$ cat src/rtl/pipelined_adder_nbit_if.sv
// Valid/ready bus for pipelined_adder_nbit: operands in, sum/carry out.
// Optional overflow flag V is present only when PIPE_ADDER_OVF_EN is defined.
interface pipelined_adder_nbit_if #(
    parameter int unsigned WIDTH = 16
) ();
    logic [WIDTH-1:0] A;
    logic [WIDTH-1:0] B;
    logic             Cin;
    logic             in_valid;
    logic             in_ready;
    logic [WIDTH-1:0] S;
    logic             Cout;
    logic             out_valid;
    logic             out_ready;
`ifdef PIPE_ADDER_OVF_EN
    logic             V;

    modport master (
        output A, B, Cin, in_valid, out_ready,
        input  in_ready, S, Cout, out_valid, V
    );
    modport slave (
        input  A, B, Cin, in_valid, out_ready,
        output in_ready, S, Cout, out_valid, V
    );
`else
    modport master (
        output A, B, Cin, in_valid, out_ready,
        input  in_ready, S, Cout, out_valid
    );
    modport slave (
        input  A, B, Cin, in_valid, out_ready,
        output in_ready, S, Cout, out_valid
    );
`endif
endinterface

$ cat src/rtl/pipelined_adder_nbit.sv
// WIDTH-bit adder split into WIDTH/SEG_WIDTH ripple segments, one per pipeline stage,
// with skewed operands and deskewed sum. Define PIPE_ADDER_OVF_EN to add overflow flag V.
module pipelined_adder_nbit #(
    parameter int unsigned WIDTH     = 16,
    parameter int unsigned SEG_WIDTH = 4
) (
    input  logic                  CLK,
    input  logic                  RST,
    pipelined_adder_nbit_if.slave bus
);
    localparam int unsigned NSEG = WIDTH / SEG_WIDTH;
    localparam int unsigned SW1  = SEG_WIDTH + 1;

    logic                 w_adv;
    logic                 w_accept;
    logic                 w_c     [NSEG];
    logic                 w_v     [NSEG];
    logic [SEG_WIDTH-1:0] w_s_seg [NSEG];

    // Whole pipeline moves together; it freezes only when a result is waiting unaccepted.
    assign w_adv        = ~w_v[NSEG-1] | bus.out_ready;
    assign w_accept     = bus.in_valid & w_adv;
    assign bus.in_ready = w_adv;
    assign bus.Cout     = w_c[NSEG-1];
    assign bus.out_valid = w_v[NSEG-1];

    always_comb begin
        bus.S = '0;
        for (int i = 0; i < int'(NSEG); i++) begin
            bus.S[i*SEG_WIDTH +: SEG_WIDTH] = w_s_seg[i];
        end
    end

    for (genvar j = 0; j < int'(NSEG); j++) begin : g_seg
        logic [SEG_WIDTH-1:0] w_a;
        logic [SEG_WIDTH-1:0] w_b;
        logic                 w_cin;
        logic                 w_vin;
        logic [SW1-1:0]       w_add;
        logic [SEG_WIDTH-1:0] r_sum;
        logic                 r_c;
        logic                 r_v;

        if (j == 0) begin : g_head
            assign w_a   = bus.A[SEG_WIDTH-1:0];
            assign w_b   = bus.B[SEG_WIDTH-1:0];
            assign w_cin = bus.Cin;
            assign w_vin = w_accept;
        end else begin : g_skew
            // Operand segment j waits j cycles so it meets the carry from segment j-1.
            logic [SEG_WIDTH-1:0] r_a_sk [j];
            logic [SEG_WIDTH-1:0] r_b_sk [j];

            always_ff @(posedge CLK or posedge RST) begin
                if (RST) begin
                    for (int i = 0; i < j; i++) begin
                        r_a_sk[i] <= '0;
                        r_b_sk[i] <= '0;
                    end
                end else if (w_adv) begin
                    r_a_sk[0] <= bus.A[j*SEG_WIDTH +: SEG_WIDTH];
                    r_b_sk[0] <= bus.B[j*SEG_WIDTH +: SEG_WIDTH];
                    for (int i = 1; i < j; i++) begin
                        r_a_sk[i] <= r_a_sk[i-1];
                        r_b_sk[i] <= r_b_sk[i-1];
                    end
                end
            end

            assign w_a   = r_a_sk[j-1];
            assign w_b   = r_b_sk[j-1];
            assign w_cin = w_c[j-1];
            assign w_vin = w_v[j-1];
        end

        assign w_add = SW1'(w_a) + SW1'(w_b) + SW1'(w_cin);

        always_ff @(posedge CLK or posedge RST) begin
            if (RST) begin
                r_sum <= '0;
                r_c   <= 1'b0;
                r_v   <= 1'b0;
            end else if (w_adv) begin
                r_sum <= w_add[SEG_WIDTH-1:0];
                r_c   <= w_add[SEG_WIDTH];
                r_v   <= w_vin;
            end
        end

        assign w_c[j] = r_c;
        assign w_v[j] = r_v;

        if (j < int'(NSEG) - 1) begin : g_dsk
            // Early sum segments wait for the top segment to finish.
            localparam int unsigned D = NSEG - 1 - j;
            logic [SEG_WIDTH-1:0] r_s_dsk [D];

            always_ff @(posedge CLK or posedge RST) begin
                if (RST) begin
                    for (int i = 0; i < int'(D); i++) begin
                        r_s_dsk[i] <= '0;
                    end
                end else if (w_adv) begin
                    r_s_dsk[0] <= r_sum;
                    for (int i = 1; i < int'(D); i++) begin
                        r_s_dsk[i] <= r_s_dsk[i-1];
                    end
                end
            end

            assign w_s_seg[j] = r_s_dsk[D-1];
        end else begin : g_last
            assign w_s_seg[j] = r_sum;
`ifdef PIPE_ADDER_OVF_EN
            // a^b^s at the MSB recovers the carry into the MSB.
            logic r_ovf;

            always_ff @(posedge CLK or posedge RST) begin
                if (RST) begin
                    r_ovf <= 1'b0;
                end else if (w_adv) begin
                    r_ovf <= w_a[SEG_WIDTH-1] ^ w_b[SEG_WIDTH-1]
                           ^ w_add[SEG_WIDTH-1] ^ w_add[SEG_WIDTH];
                end
            end

            assign bus.V = r_ovf;
`endif
        end
    end
endmodule

$ cat src/flat_wrapper.sv
// flat-port wrapper written by rule: the top's interface ports become plain ports
module pipelined_adder_nbit_flat 
#(
    parameter int unsigned WIDTH     = 16,
    parameter int unsigned SEG_WIDTH = 4
)
  (CLK, RST, bus_A, bus_B, bus_Cin, bus_in_valid, bus_out_ready, bus_in_ready, bus_S, bus_Cout, bus_out_valid);
  pipelined_adder_nbit_if #(.WIDTH(WIDTH)) bus_i ();
  input  logic CLK;
  input  logic RST;
  input wire logic [$bits(bus_i.A)-1:0] bus_A;
  input wire logic [$bits(bus_i.B)-1:0] bus_B;
  input wire logic [$bits(bus_i.Cin)-1:0] bus_Cin;
  input wire logic [$bits(bus_i.in_valid)-1:0] bus_in_valid;
  input wire logic [$bits(bus_i.out_ready)-1:0] bus_out_ready;
  output wire logic [$bits(bus_i.in_ready)-1:0] bus_in_ready;
  output wire logic [$bits(bus_i.S)-1:0] bus_S;
  output wire logic [$bits(bus_i.Cout)-1:0] bus_Cout;
  output wire logic [$bits(bus_i.out_valid)-1:0] bus_out_valid;
  assign bus_i.A = bus_A;
  assign bus_i.B = bus_B;
  assign bus_i.Cin = bus_Cin;
  assign bus_i.in_valid = bus_in_valid;
  assign bus_i.out_ready = bus_out_ready;
  assign bus_in_ready = bus_i.in_ready;
  assign bus_S = bus_i.S;
  assign bus_Cout = bus_i.Cout;
  assign bus_out_valid = bus_i.out_valid;
  pipelined_adder_nbit #(.WIDTH(WIDTH), .SEG_WIDTH(SEG_WIDTH)) u_core (.CLK(CLK), .RST(RST), .bus(bus_i));
endmodule
$ cat config.mk
export PLATFORM = sky130hd
export DESIGN_NAME = pipelined_adder_nbit_flat
export DESIGN_NICKNAME = d
export VERILOG_FILES = /design/src/rtl/pipelined_adder_nbit_if.sv /design/src/rtl/pipelined_adder_nbit.sv /design/src/flat_wrapper.sv
export SDC_FILE = /design/constraint.sdc
export NUM_CORES = 1
export LEC_CHECK = 0
export ABC_AREA = 1
export CORE_ASPECT_RATIO = 0.9
export CORE_MARGIN = 4
export CORE_UTILIZATION = 59
export CTS_CLUSTER_SIZE = 25
export DETAILED_ROUTE_END_ITERATION = 12
export GPL_ROUTABILITY_DRIVEN = 0
export GPL_TIMING_DRIVEN = 1
export PLACE_DENSITY = 0.88
export SLEW_MARGIN = 25
export SYNTH_ARGS = -nofsm -noshare
export SYNTH_HDL_FRONTEND = slang
export SYNTH_SLANG_ARGS = --single-unit
$ cat constraint.sdc
create_clock -name CLK -period 7.1 [get_ports CLK]
set_clock_uncertainty 0.15 [all_clocks]
set_input_delay 0.71 -clock CLK [delete_from_list [all_inputs] [get_ports CLK]]
set_output_delay 0.71 -clock CLK [all_outputs]
set_load 0.01 [all_outputs]
Yosys cells after proc, flatten, opt, wreduce, memory -nomap -nowiden
Cells that the tools add are included.
{"block": "classes", "addsub": 8, "bitwise_logic": 3}
{"cell": "$add 4x4->5", "count": 4}
{"cell": "$add 5x1->5", "count": 4}
{"cell": "$and 1x1->1", "count": 1}
{"cell": "$not 1->1", "count": 1}
{"cell": "$or 1x1->1", "count": 1}
{"block": "word_totals", "ff_bits": 96, "input_bits": 37, "word_cells": 41}

Longest topological paths before layout
{"block": "depth", "ltp_word": 3, "ltp_mapped": 8, "ltp_nobuf": 8}

Worst setup path after synthesis
No wires, ideal clock.
{"block": "synth_timing", "path_kind": "input port to flip-flop", "start": "input port bus_Cin", "end": "register u_core.g_seg[0].r_c", "t_arrival_ps": 1827, "required_time_ps": 6824, "setup_slack_ps": 4997, "path_stages": 6, "path_buffers": 0, "path_cell_list": "fa_1 -> fa_1 -> nand2_1 -> inv_1 -> o21ai_0 -> a21oi_1"}
{"block": "synth_between", "elab_chain_len": 1}
{"item": "start: declaration", "line": "flat_wrapper.sv:13", "text": "input wire logic [$bits(bus_i.Cin)-1:0] bus_Cin;"}
{"item": "$add 5x1->5", "line": "pipelined_adder_nbit.sv:76", "text": "assign w_add = SW1'(w_a) + SW1'(w_b) + SW1'(w_cin);"}
{"item": "end signal: assignment", "line": "pipelined_adder_nbit.sv:85", "text": "r_c <= w_add[SEG_WIDTH];"}
{"item": "end: declaration", "line": "pipelined_adder_nbit.sv:41", "text": "logic r_c;"}
No other way between the ends.
A chain may end at the register's enable or synchronous reset.

Worst setup path in the final report
{"block": "layout_timing", "start": "input port bus_out_ready", "end": "output port bus_in_ready"}
{"block": "layout_between", "elab_chain_len": 1}
{"item": "start: declaration", "line": "flat_wrapper.sv:15", "text": "input wire logic [$bits(bus_i.out_ready)-1:0] bus_out_ready;"}
{"item": "$or 1x1->1", "line": "pipelined_adder_nbit.sv:21", "text": "assign w_adv = ~w_v[NSEG-1] | bus.out_ready;"}
{"item": "end: declaration", "line": "flat_wrapper.sv:16", "text": "output wire logic [$bits(bus_i.in_ready)-1:0] bus_in_ready;"}
No other way between the ends.

==> flow_summary.toml <==
[placement]
placed_cells = 592
io_buffers = 55
dp.final_hpwl_um = 4840
pre_cts_slack_ns = 3.71

[finish]
multi_input_area_um2 = 1520
seqCellArea_um2 = 2400
n_antenna_cell = 0
syn2layout_area_growth_pct = 17.0
stdcell_count = 607
layout.nets = 570
nFillCells = 524
fin_util_pct = 72.8
drive_above_1_share_pct = 4.06

[timing]
tightest_slew_ns = 0.942
fin_hold_ws_ns = 0.314
fmax_ghz = 0.296
tns_ns = 0
grt_setup_unrepaired = "false"
fin_crit_ns = 3.38
slew-limit-headroom_pct = 37.2
layout_setup_ws_ns = 3.72
finalSetupViolations = 0
slew_violations = 0
hold_viol = 0
period_share_pct = 47.7

[routing]
wire_per_inst_um = 12.4
wirelength_um = 7550
ant_nets = 0
firstDrtPassIters = 4
drt-initial-drc-count = 248
drc_errors = 0
vias_per_cell = 4.95
vias = 3006

[die]
core_area_um2 = 6730
num_rows = 28
io_pins = 56
dieArea_um2 = 8510
die_y_um = 87.9
die_w_um = 96.8
initial_core_util_pct = 62.3

[synthesis]
synth_compound_area_share_pct = 3.82
ys_ff_latch = 96
yosysUniqueCellTypes = 16
synth_nets = 529
synth_warnings = 0
synth_area_um2 = 4190
synth_xor_area_share_pct = 0.418
synth-seq-area-share_pct = 57.3
yosys.area_share.adder_pct = 7.41
synth.avg_cell_area_um2 = 8.88
synthSimpleGateAreaFrac_pct = 24.5
syn_inst = 472
synth_top_family_by_area = "simple AND/OR/NAND/NOR gates"
yosys-mux-area-fraction_pct = 0

[setup_path]
path_max_fanout = 93
reg2regPathDepth = 7
cp_data_arrival_time_ns = 2.52
worstSetupStartpointType = "primary input"
r2r_start = "u_core.bus.out_valid"
critPathKind = "in2out"
crit_path_end_kind = "output port"
worst_r2r_endpoint = "u_core.g_seg[0].r_sum[2]"
cp.required_ns = 6.24
r2r_setup_slack_ns = 4.73

[pwr]
peakVddDrop_mv = 0.236
p_leak_nw = 2.56
p_per_area_nw_per_um2 = 410

[worst_hold_path]
hold_start = "u_core.g_seg[2].r_v"
hold_path.class = "reg2reg"
holdPathEnd = "u_core.bus.out_valid"
hold_depth = 2

[clock_network]
clk_latency_ns = 0.36
cts_hold_buf = 0
clock-sinks = 96
cts_resized = 0
cts_buffer_depth = 2
cts-root-buf = "clkbuf_8"
numCtsBuffers = 9
cts_tree = "done"
clk_pin_slew_ns = 0.08
cts.htree.levels = 3
post_cts_buffers = 0

[global_routing]
grt_util_all_layers_pct = 19.9
antenna_found_initial = 0
grt_pass1_vias = 3139
grt-ovfl-total = 0
grt_pass1_wl_um = 13700
grt_max_degree = 100

[outcome]
status = "completed"

[job]
drv_cap = 0
kinds of logic (layout without fill, tap and decap cells):
family | count (synthesis) | after routing
AO/OA/AOI/OAI | 32 | 32
XOR/XNOR | 2 | 2
adder cells (fa/ha/maj) | 20 | 20
buffers and inverters | 54 | 99
flip-flops | 96 | 96
AND/OR/NAND/NOR | 268 | 268
layout make-up:
| class | instances | area share (%) |
|---|---|---|
| clock buffer | 10 | 2.81 |
| clock inverter | 5 | 1.15 |
| inverter | 26 | 2.04 |
| multi-input combinational | 322 | 31.0 |
| sequential | 96 | 49.0 |
| tap | 90 | 2.30 |
| timing repair buffer | 58 | 11.7 |
registers in the layout, indices dropped and copies added, names as in the netlist, 8 cells and up:
signal                      flops
u_core.bus.S                    8
u_core.g_seg.g_dsk.r_s_dsk     16
u_core.g_seg.g_skew.r_a_sk     16
u_core.g_seg.g_skew.r_b_sk     16
u_core.g_seg.r_sum             16
u_core.g_seg.w_a                8
u_core.g_seg.w_b                8
cells in the final DEF, fill, tap and decap left out:
cell type / n
clkbuf_8: 10
inv_6: 1
inv_2: 1
bufinv_16: 1
inv_1: 24
o21ai_1: 20
nor2_4: 1
clkinv_2: 2
clkdlybuf4s50_1: 55
inv_4: 1
clkinvlp_4: 1
buf_4: 3
dfrtp_1: 96
a21oi_1: 8
ha_1: 12
nand2_1: 249
nand3_1: 13
o21ai_0: 4
nor2_1: 5
xor2_1: 2
fa_1: 8
how the worst max path moves through the flow:
stage                 endpoint  slack [ns]  cells after the start          start
6_report          bus_in_ready        3.72                      5  bus_out_ready
5_1_grt           bus_in_ready        3.57                      5  bus_out_ready
4_1_cts           bus_in_ready        3.71                      5  bus_out_ready
3_5_place_dp      bus_in_ready        3.71                      5  bus_out_ready
3_3_place_gp      bus_in_ready        3.73                      5  bus_out_ready
2_1_floorplan  u_core.bus.Cout        3.73                      1            RST
Yosys cell counts:
master    number  share of area [%]
inv_2          1              0.090
fa_1           8                3.8
o21ai_1       20                2.4
xor2_1         2               0.42
o21ai_0        4               0.48
buf_2          6               0.72
a21oi_1        8               0.96
nand3_1       13                1.6
dfrtp_1       96                 57
nand2_1      249                 22
nor2_1         5               0.45
nor2_2         1               0.15
clkbuf_1       5               0.45
inv_1         25                2.2
ha_1          12                3.6
buf_4         17                3.0
per-layer routing:
| metal | up-vias | wire (µm) | track usage (%) | share of wire (%) |
|---|---|---|---|---|
| met5 | - | 0 | 0 | 0 |
| met4 | 0 | 83 | 5.23 | 1.1 |
| met3 | 10 | 294 | 6.37 | 3.9 |
| met2 | 41 | 3860 | 35.6 | 51 |
| met1 | 1447 | 3300 | 23.6 | 44 |
| li1 | 1508 | - | - | - |
critical path: stages:
cell,delay (ns)
clkdlybuf4s50_1,0.44
nor2_4,0.10
buf_4,0.67
inv_2,0.06
clkdlybuf4s50_1,0.50
report_power, final:
group / switching (mW) / internal (mW)
Combinational: 0.420 / 0.324
Clock: 0.183 / 0.171
Sequential: 0.128 / 0.782
metrics by stage:
| step | total power, mW | instance area [µm²] |
|---|---|---|
| 6_report | 2.01 | 4900 |
| 5_1_grt | 2.20 | 4900 |
| 4_1_cts | 2.03 | 4900 |
| 3_5_place_dp | 1.67 | 4710 |
| 3_3_place_gp | 1.62 | 4710 |
| 2_1_floorplan | 1.44 | 4190 |
(Power assumes the default switching activity.)
